$ cat config.mk
export PLATFORM = sky130hd
export DESIGN_NAME = bus_fabric_flat
export DESIGN_NICKNAME = d
export VERILOG_FILES = /design/src/rtl/bus_fabric_if.sv /design/src/rtl/bus_fabric.sv /design/src/flat_wrapper.sv
export SDC_FILE = /design/constraint.sdc
export NUM_CORES = 1
export LEC_CHECK = 0
export BUFFER_PORTS_ARGS = -buffer_cell sky130_fd_sc_hd__buf_2
export CORE_AREA = 4 4 175 177
export DETAILED_ROUTE_END_ITERATION = 8
export DIE_AREA = 0 0 179 181
export SLEW_MARGIN = 20
export SYNTH_ARGS = -nofsm -noshare
export SYNTH_HDL_FRONTEND = slang
export SYNTH_SLANG_ARGS = --single-unit
$ cat constraint.sdc
create_clock -name clk -period 2.2 [get_ports clk]
set_clock_uncertainty 0.1 [all_clocks]
set_input_delay 0.66 -clock clk [delete_from_list [all_inputs] [get_ports clk]]
set_output_delay 0.66 -clock clk [all_outputs]
set_load 0.01 [all_outputs]
$ cat src/rtl/bus_fabric_if.sv
// Data-side bus bundle between the core, the fabric and its slave ports.
// "slave" is the fabric's view; "master" is the core-plus-devices view.
interface bus_fabric_if #(
    parameter int N_SLAVES = 8
);
    logic [31:0]            m_addr;
    logic                   m_ren;
    logic                   m_wen;
    logic [31:0]            m_wdata;
    logic [3:0]             m_wstrb;
    logic [31:0]            m_rdata;
    logic                   m_ready;
    logic                   m_err;

    logic [31:0]            s_addr;
    logic [31:0]            s_wdata;
    logic [3:0]             s_wstrb;
    logic [N_SLAVES-1:0]    s_ren;
    logic [N_SLAVES-1:0]    s_wen;
    logic [N_SLAVES*32-1:0] s_rdata;
    logic [N_SLAVES-1:0]    s_ready;

    modport master (
        output m_addr, m_ren, m_wen, m_wdata, m_wstrb,
        input  m_rdata, m_ready, m_err,
        input  s_addr, s_wdata, s_wstrb, s_ren, s_wen,
        output s_rdata, s_ready
    );

    modport slave (
        input  m_addr, m_ren, m_wen, m_wdata, m_wstrb,
        output m_rdata, m_ready, m_err,
        output s_addr, s_wdata, s_wstrb, s_ren, s_wen,
        input  s_rdata, s_ready
    );
endinterface

$ cat src/rtl/bus_fabric.sv
// Registered single-master data-bus fabric: base/mask decode, default slave,
// ready/wait-state handshake, decode-error and per-access timeout responses.
module bus_fabric #(
    parameter int                     N_SLAVES      = 8,
    parameter logic [N_SLAVES*32-1:0] SLAVE_BASE    = {N_SLAVES{32'h0}},
    parameter logic [N_SLAVES*32-1:0] SLAVE_MASK    = {N_SLAVES{32'hFFFF_FFFF}},
    parameter int                     DEFAULT_SLAVE = 0,
    parameter int                     TIMEOUT       = 255,
    parameter int                     TO_W          = 8
) (
    input  logic         clk,
    input  logic         resetn,
    bus_fabric_if.slave  bus
);

    localparam int IDX_W = (N_SLAVES > 1) ? $clog2(N_SLAVES) : 1;
    localparam bit HAS_DEFAULT = (DEFAULT_SLAVE >= 0) && (DEFAULT_SLAVE < N_SLAVES);
    localparam logic [IDX_W-1:0] DEF_IDX = IDX_W'(HAS_DEFAULT ? DEFAULT_SLAVE : 0);
    localparam logic [TO_W-1:0]  TO_LAST = TO_W'((TIMEOUT > 0) ? TIMEOUT - 1 : 0);

    typedef enum logic [1:0] {
        IDLE,
        ACCESS,
        RESP
    } state_t;

    state_t           state;
    logic [IDX_W-1:0] idx_q;
    logic             wr_q;
    logic [TO_W-1:0]  cnt_q;

    logic                hit;
    logic [IDX_W-1:0]    hit_idx;
    logic [IDX_W-1:0]    dec_idx;
    logic [N_SLAVES-1:0] dec_onehot;
    logic                sel_ready;
    logic [31:0]         sel_rdata;

    // Scanning from the top down lets the lowest matching index overwrite the rest.
    always_comb begin
        hit     = 1'b0;
        hit_idx = '0;
        for (int unsigned i = N_SLAVES; i > 0; i--) begin
            if ((bus.m_addr & SLAVE_MASK[32*(i-1) +: 32]) ==
                (SLAVE_BASE[32*(i-1) +: 32] & SLAVE_MASK[32*(i-1) +: 32])) begin
                hit     = 1'b1;
                hit_idx = IDX_W'(i - 1);
            end
        end
    end

    assign dec_idx    = hit ? hit_idx : DEF_IDX;
    assign dec_onehot = N_SLAVES'(1) << dec_idx;
    assign sel_ready  = bus.s_ready[idx_q];
    assign sel_rdata  = bus.s_rdata[32*idx_q +: 32];

    always_ff @(posedge clk or negedge resetn) begin
        if (!resetn) begin
            state       <= IDLE;
            idx_q       <= '0;
            wr_q        <= 1'b0;
            cnt_q       <= '0;
            bus.m_rdata <= '0;
            bus.m_ready <= 1'b0;
            bus.m_err   <= 1'b0;
            bus.s_addr  <= '0;
            bus.s_wdata <= '0;
            bus.s_wstrb <= '0;
            bus.s_ren   <= '0;
            bus.s_wen   <= '0;
        end else begin
            case (state)
                IDLE: begin
                    bus.m_ready <= 1'b0;
                    cnt_q       <= '0;
                    if (bus.m_ren || bus.m_wen) begin
                        bus.s_addr  <= bus.m_addr;
                        bus.s_wdata <= bus.m_wdata;
                        bus.s_wstrb <= bus.m_wstrb;
                        wr_q        <= bus.m_wen;
                        idx_q       <= dec_idx;
                        if ((bus.m_ren && bus.m_wen) || !(hit || HAS_DEFAULT)) begin
                            bus.m_rdata <= '0;
                            bus.m_err   <= 1'b1;
                            bus.m_ready <= 1'b1;
                            state       <= RESP;
                        end else begin
                            if (bus.m_wen) begin
                                bus.s_wen <= dec_onehot;
                            end else begin
                                bus.s_ren <= dec_onehot;
                            end
                            state <= ACCESS;
                        end
                    end
                end

                ACCESS: begin
                    cnt_q <= cnt_q + TO_W'(1);
                    if (sel_ready) begin
                        bus.m_rdata <= wr_q ? '0 : sel_rdata;
                        bus.m_err   <= 1'b0;
                        bus.m_ready <= 1'b1;
                        bus.s_ren   <= '0;
                        bus.s_wen   <= '0;
                        state       <= RESP;
                    end else if ((TIMEOUT != 0) && (cnt_q == TO_LAST)) begin
                        bus.m_rdata <= 32'hDEAD_BEEF;
                        bus.m_err   <= 1'b1;
                        bus.m_ready <= 1'b1;
                        bus.s_ren   <= '0;
                        bus.s_wen   <= '0;
                        state       <= RESP;
                    end
                end

                RESP: begin
                    bus.m_ready <= 1'b0;
                    cnt_q       <= '0;
                    state       <= IDLE;
                end

                default: state <= IDLE;
            endcase
        end
    end

endmodule
$ cat src/flat_wrapper.sv
// flat-port wrapper written by rule: the top's interface ports become plain ports
module bus_fabric_flat 
#(
    parameter int                     N_SLAVES      = 8,
    parameter logic [N_SLAVES*32-1:0] SLAVE_BASE    = {N_SLAVES{32'h0}},
    parameter logic [N_SLAVES*32-1:0] SLAVE_MASK    = {N_SLAVES{32'hFFFF_FFFF}},
    parameter int                     DEFAULT_SLAVE = 0,
    parameter int                     TIMEOUT       = 255,
    parameter int                     TO_W          = 8
)
  (clk, resetn, bus_m_addr, bus_m_ren, bus_m_wen, bus_m_wdata, bus_m_wstrb, bus_m_rdata, bus_m_ready, bus_m_err, bus_s_addr, bus_s_wdata, bus_s_wstrb, bus_s_ren, bus_s_wen, bus_s_rdata, bus_s_ready);
  bus_fabric_if #(.N_SLAVES(N_SLAVES)) bus_i ();
  input  logic clk;
  input  logic resetn;
  input wire logic [$bits(bus_i.m_addr)-1:0] bus_m_addr;
  input wire logic [$bits(bus_i.m_ren)-1:0] bus_m_ren;
  input wire logic [$bits(bus_i.m_wen)-1:0] bus_m_wen;
  input wire logic [$bits(bus_i.m_wdata)-1:0] bus_m_wdata;
  input wire logic [$bits(bus_i.m_wstrb)-1:0] bus_m_wstrb;
  output wire logic [$bits(bus_i.m_rdata)-1:0] bus_m_rdata;
  output wire logic [$bits(bus_i.m_ready)-1:0] bus_m_ready;
  output wire logic [$bits(bus_i.m_err)-1:0] bus_m_err;
  output wire logic [$bits(bus_i.s_addr)-1:0] bus_s_addr;
  output wire logic [$bits(bus_i.s_wdata)-1:0] bus_s_wdata;
  output wire logic [$bits(bus_i.s_wstrb)-1:0] bus_s_wstrb;
  output wire logic [$bits(bus_i.s_ren)-1:0] bus_s_ren;
  output wire logic [$bits(bus_i.s_wen)-1:0] bus_s_wen;
  input wire logic [$bits(bus_i.s_rdata)-1:0] bus_s_rdata;
  input wire logic [$bits(bus_i.s_ready)-1:0] bus_s_ready;
  assign bus_i.m_addr = bus_m_addr;
  assign bus_i.m_ren = bus_m_ren;
  assign bus_i.m_wen = bus_m_wen;
  assign bus_i.m_wdata = bus_m_wdata;
  assign bus_i.m_wstrb = bus_m_wstrb;
  assign bus_m_rdata = bus_i.m_rdata;
  assign bus_m_ready = bus_i.m_ready;
  assign bus_m_err = bus_i.m_err;
  assign bus_s_addr = bus_i.s_addr;
  assign bus_s_wdata = bus_i.s_wdata;
  assign bus_s_wstrb = bus_i.s_wstrb;
  assign bus_s_ren = bus_i.s_ren;
  assign bus_s_wen = bus_i.s_wen;
  assign bus_i.s_rdata = bus_s_rdata;
  assign bus_i.s_ready = bus_s_ready;
  bus_fabric #(.N_SLAVES(N_SLAVES), .SLAVE_BASE(SLAVE_BASE), .SLAVE_MASK(SLAVE_MASK), .DEFAULT_SLAVE(DEFAULT_SLAVE), .TIMEOUT(TIMEOUT), .TO_W(TO_W)) u_core (.clk(clk), .resetn(resetn), .bus(bus_i));
endmodule
==> impl_metrics.ini <==
[run]
maxCapViolations = 0

[critical_path]
worstSetupEndpoint = u_core.bus.m_rdata[14]$_DFFE_PN0P_
cp-startpoint = u_core.state[1]$_DFFE_PN0P_
endpoint_kind = register
reg2regPathDepth = 7
arrival_ns = 2.18
r2r_setup_slack_ns = 0.25
path_class = register to register
reg2reg_from = u_core.state[1]$_DFFE_PN0P_
r2r-end = u_core.bus.m_rdata[14]$_DFFE_PN0P_
worst_ep_required_time_ns = 2.44
cp_max_fo = 25
setup.worst_path.start_class = register

[power]
p_comb_frac = 0.389
pwr_density_cell_mw_per_mm2 = 1480
switchingPower_mw = 3.65
p_clk_frac = 0.274
p_seq_frac = 0.338
sw_frac_of_total = 0.348
leakage_nw = 3.36
power_mw = 10.5
vdd.ir_drop.worst_v = 0.000535
p_int_mw = 6.85

[finish]
final_core_util = 0.243
drive_gt1_frac = 0.524
syn2layout_area_growth_pct = 43.6
layout_common_cells = 207 x buf_2, 115 x dfrtp_1, 68 x mux2_2, 54 x o21ai_0, 27 x nor2b_1
final_cells = 1020
antenna_cells = 0
nets = 959
final_common_cell = buf_2
fillers = 3136

[status]
status = finished, final reports clean

[sta]
period_share = 0.884
max_freq_mhz = 514
rsz0062_at_grt = false
finalHoldViolCount = 0
slew_violations = 0
fin_crit_ns = 1.95
setup-violations-final = 0
finalSetupTns_ns = 0

[detailed_routing]
avgViaCountPerCell = 3.72
wl_per_cell_um = 13.9
first_pass_iters = 4
drt-total-wl_um = 14100
vias = 3791
drc_errors = 0
drtIter0Drc = 96
antenna_left = 0

[floorplanning]
io-pin-count = 454
core-area_sq_mm = 0.0292
fp.dieArea_sq_mm = 0.0324
start_util = 0.169
die_h_um = 181
rows = 63
die_w_um = 179

[logic_synthesis]
synth_cell_types = 36
ys_warn_count = 0
synth_top_flop_cell = dfrtp_1
synthTopCellsByArea = dfrtp_1 58%, mux2_2 15%, o21ai_0 5.5%, nor2b_1 3.4%, o21ai_1 2.5%
seq_area_frac_synth = 0.582
syn_inst = 400
yosysTopAreaCell = dfrtp_1
synth_top_area_frac = 0.582
syn_avg_cell_area_sq_um = 12.4
synth_edf_count = 0
ys_ff_latch = 115
ys_async_sr_fraction = 1.00
syn_area_sq_mm = 0.00495

[clock_tree]
cts_tree = yes
insertion_delay_ns = 0.41
cts_resized = 0
ctsHoldBuffers = 0
cts_buffers = 17
cts_sinks = 115
htreeDepth = 4
postCtsSetupRepairBufs = 0
cts-root-buf = clkbuf_16
clock_path_buffers = 2
cts.clk_slew.worst_paths_ns = 0.06

[global_route]
antenna_found_initial = 3
first_global_vias = 3727
grtUsageTotal = 0.0859
grt_max_degree = 38
grt_first_pass_wirelength_um = 21300
grt-ovfl-total = 0

[placed_design]
hpwl_um = 10500
place.gp.congestion = 0.713
placed_cells = 988
portBuffers = 208

[worst_hold_path]
hp-class = input pin to asynchronous set/reset pin
[Yosys cell counts (2+ instances only)]
cell type and n:
mux2_2 68, o21ai_0 54, buf_4 16, a21o_1 2, clkbuf_1 13, ha_1 6, a21oi_1 7, or3_1 2
nor2_1 10, inv_1 3, o21ai_1 25, nand2b_1 2, a22o_1 12, buf_6 4, nor2b_1 27, dfrtp_1 115
buf_2 8, xor2_1 3, nand2_1 6
[flip-flops by register name, summed over array words and instances (netlist names)]
name	cells
u_core.bus.s_wstrb	4
u_core.bus.m_ready	1
u_core.state	2
u_core.cnt_q	8
u_core.bus.s_ren	1
u_core.wr_q	1
u_core.bus.s_addr	32
u_core.bus.m_rdata	32
u_core.bus.s_wdata	32
u_core.bus.m_err	1
u_core.bus.s_wen	1
[critical path, cell delays in order (launching register included)]
cell	delay [ns]
dfrtp_1	0.39
inv_1	0.09
ha_1	0.22
nor2b_1	0.15
a31oi_2	0.35
or2_1	0.23
buf_12	0.19
a22o_1	0.15
[final cells by class]
| type | instances | area, sq um | share of cell area |
|---|---|---|---|
| clock inverters | 12 | 155 | 0.0218 |
| inverters | 4 | 15.0 | 0.00211 |
| flip-flops and latches | 115 | 2880 | 0.405 |
| well taps | 390 | 488 | 0.0686 |
| repair buffers | 226 | 1250 | 0.176 |
| clock buffers | 20 | 457 | 0.0642 |
| multi-input cells | 253 | 1860 | 0.262 |
[power groups by stage]
stage	registers [mW]	logic (mW)	clock network (mW)
floorplan	4.03	1.97	0
global placement	3.55	4.14	0
detailed placement	3.59	4.18	0
CTS	3.56	4.19	2.99
global route	3.68	4.50	3.10
finish	3.55	4.08	2.87
[worst min-delay path by stage]
stage,startpoint,endpoint,slack [ns],cells after the start
after floorplan,resetn,u_core.bus.m_err$_DFFE_PN0P_,0.26,0
after global placement,u_core.bus.m_rdata[24]$_DFFE_PN0P_,u_core.bus.m_rdata[24]$_DFFE_PN0P_,0.38,1
after detailed placement,u_core.bus.m_rdata[8]$_DFFE_PN0P_,u_core.bus.m_rdata[8]$_DFFE_PN0P_,0.38,1
after CTS,resetn,u_core.bus.s_addr[4]$_DFFE_PN0P_,0.08,1
after global routing,resetn,u_core.bus.s_addr[4]$_DFFE_PN0P_,0.1,1
final,resetn,u_core.bus.m_rdata[20]$_DFFE_PN0P_,0.09,1
[through the flow]
step	instance area, sq um	setup slack [ns]	hold slack, ns
floorplan	5000	0.209	0.264
global placement	6500	0.218	0.380
detailed placement	6500	0.193	0.381
CTS	7110	0.213	0.0821
global route	7110	0.0536	0.0955
finish	7110	0.254	0.0876
[metal layers]
metal	global-route usage	share of wire	wire length [um]	up-vias
li1	-	-	-	1818
met1	0.105	0.42	5900	1799
met2	0.132	0.46	6480	151
met3	0.0395	0.11	1490	17
met4	0.0307	0.017	236	6
met5	0	0.0030	42	-
[logic make-up after synthesis]
family,after synthesis,share of synthesized area
xor+xnor,4,0.00708
buf+inv,45,0.0544
mux,68,0.155
other cells,1,0.000758
flops,115,0.582
simple gates,56,0.0665
fa+ha+maj,6,0.0152
compound gates,105,0.120
(Power assumes the default switching activity.)
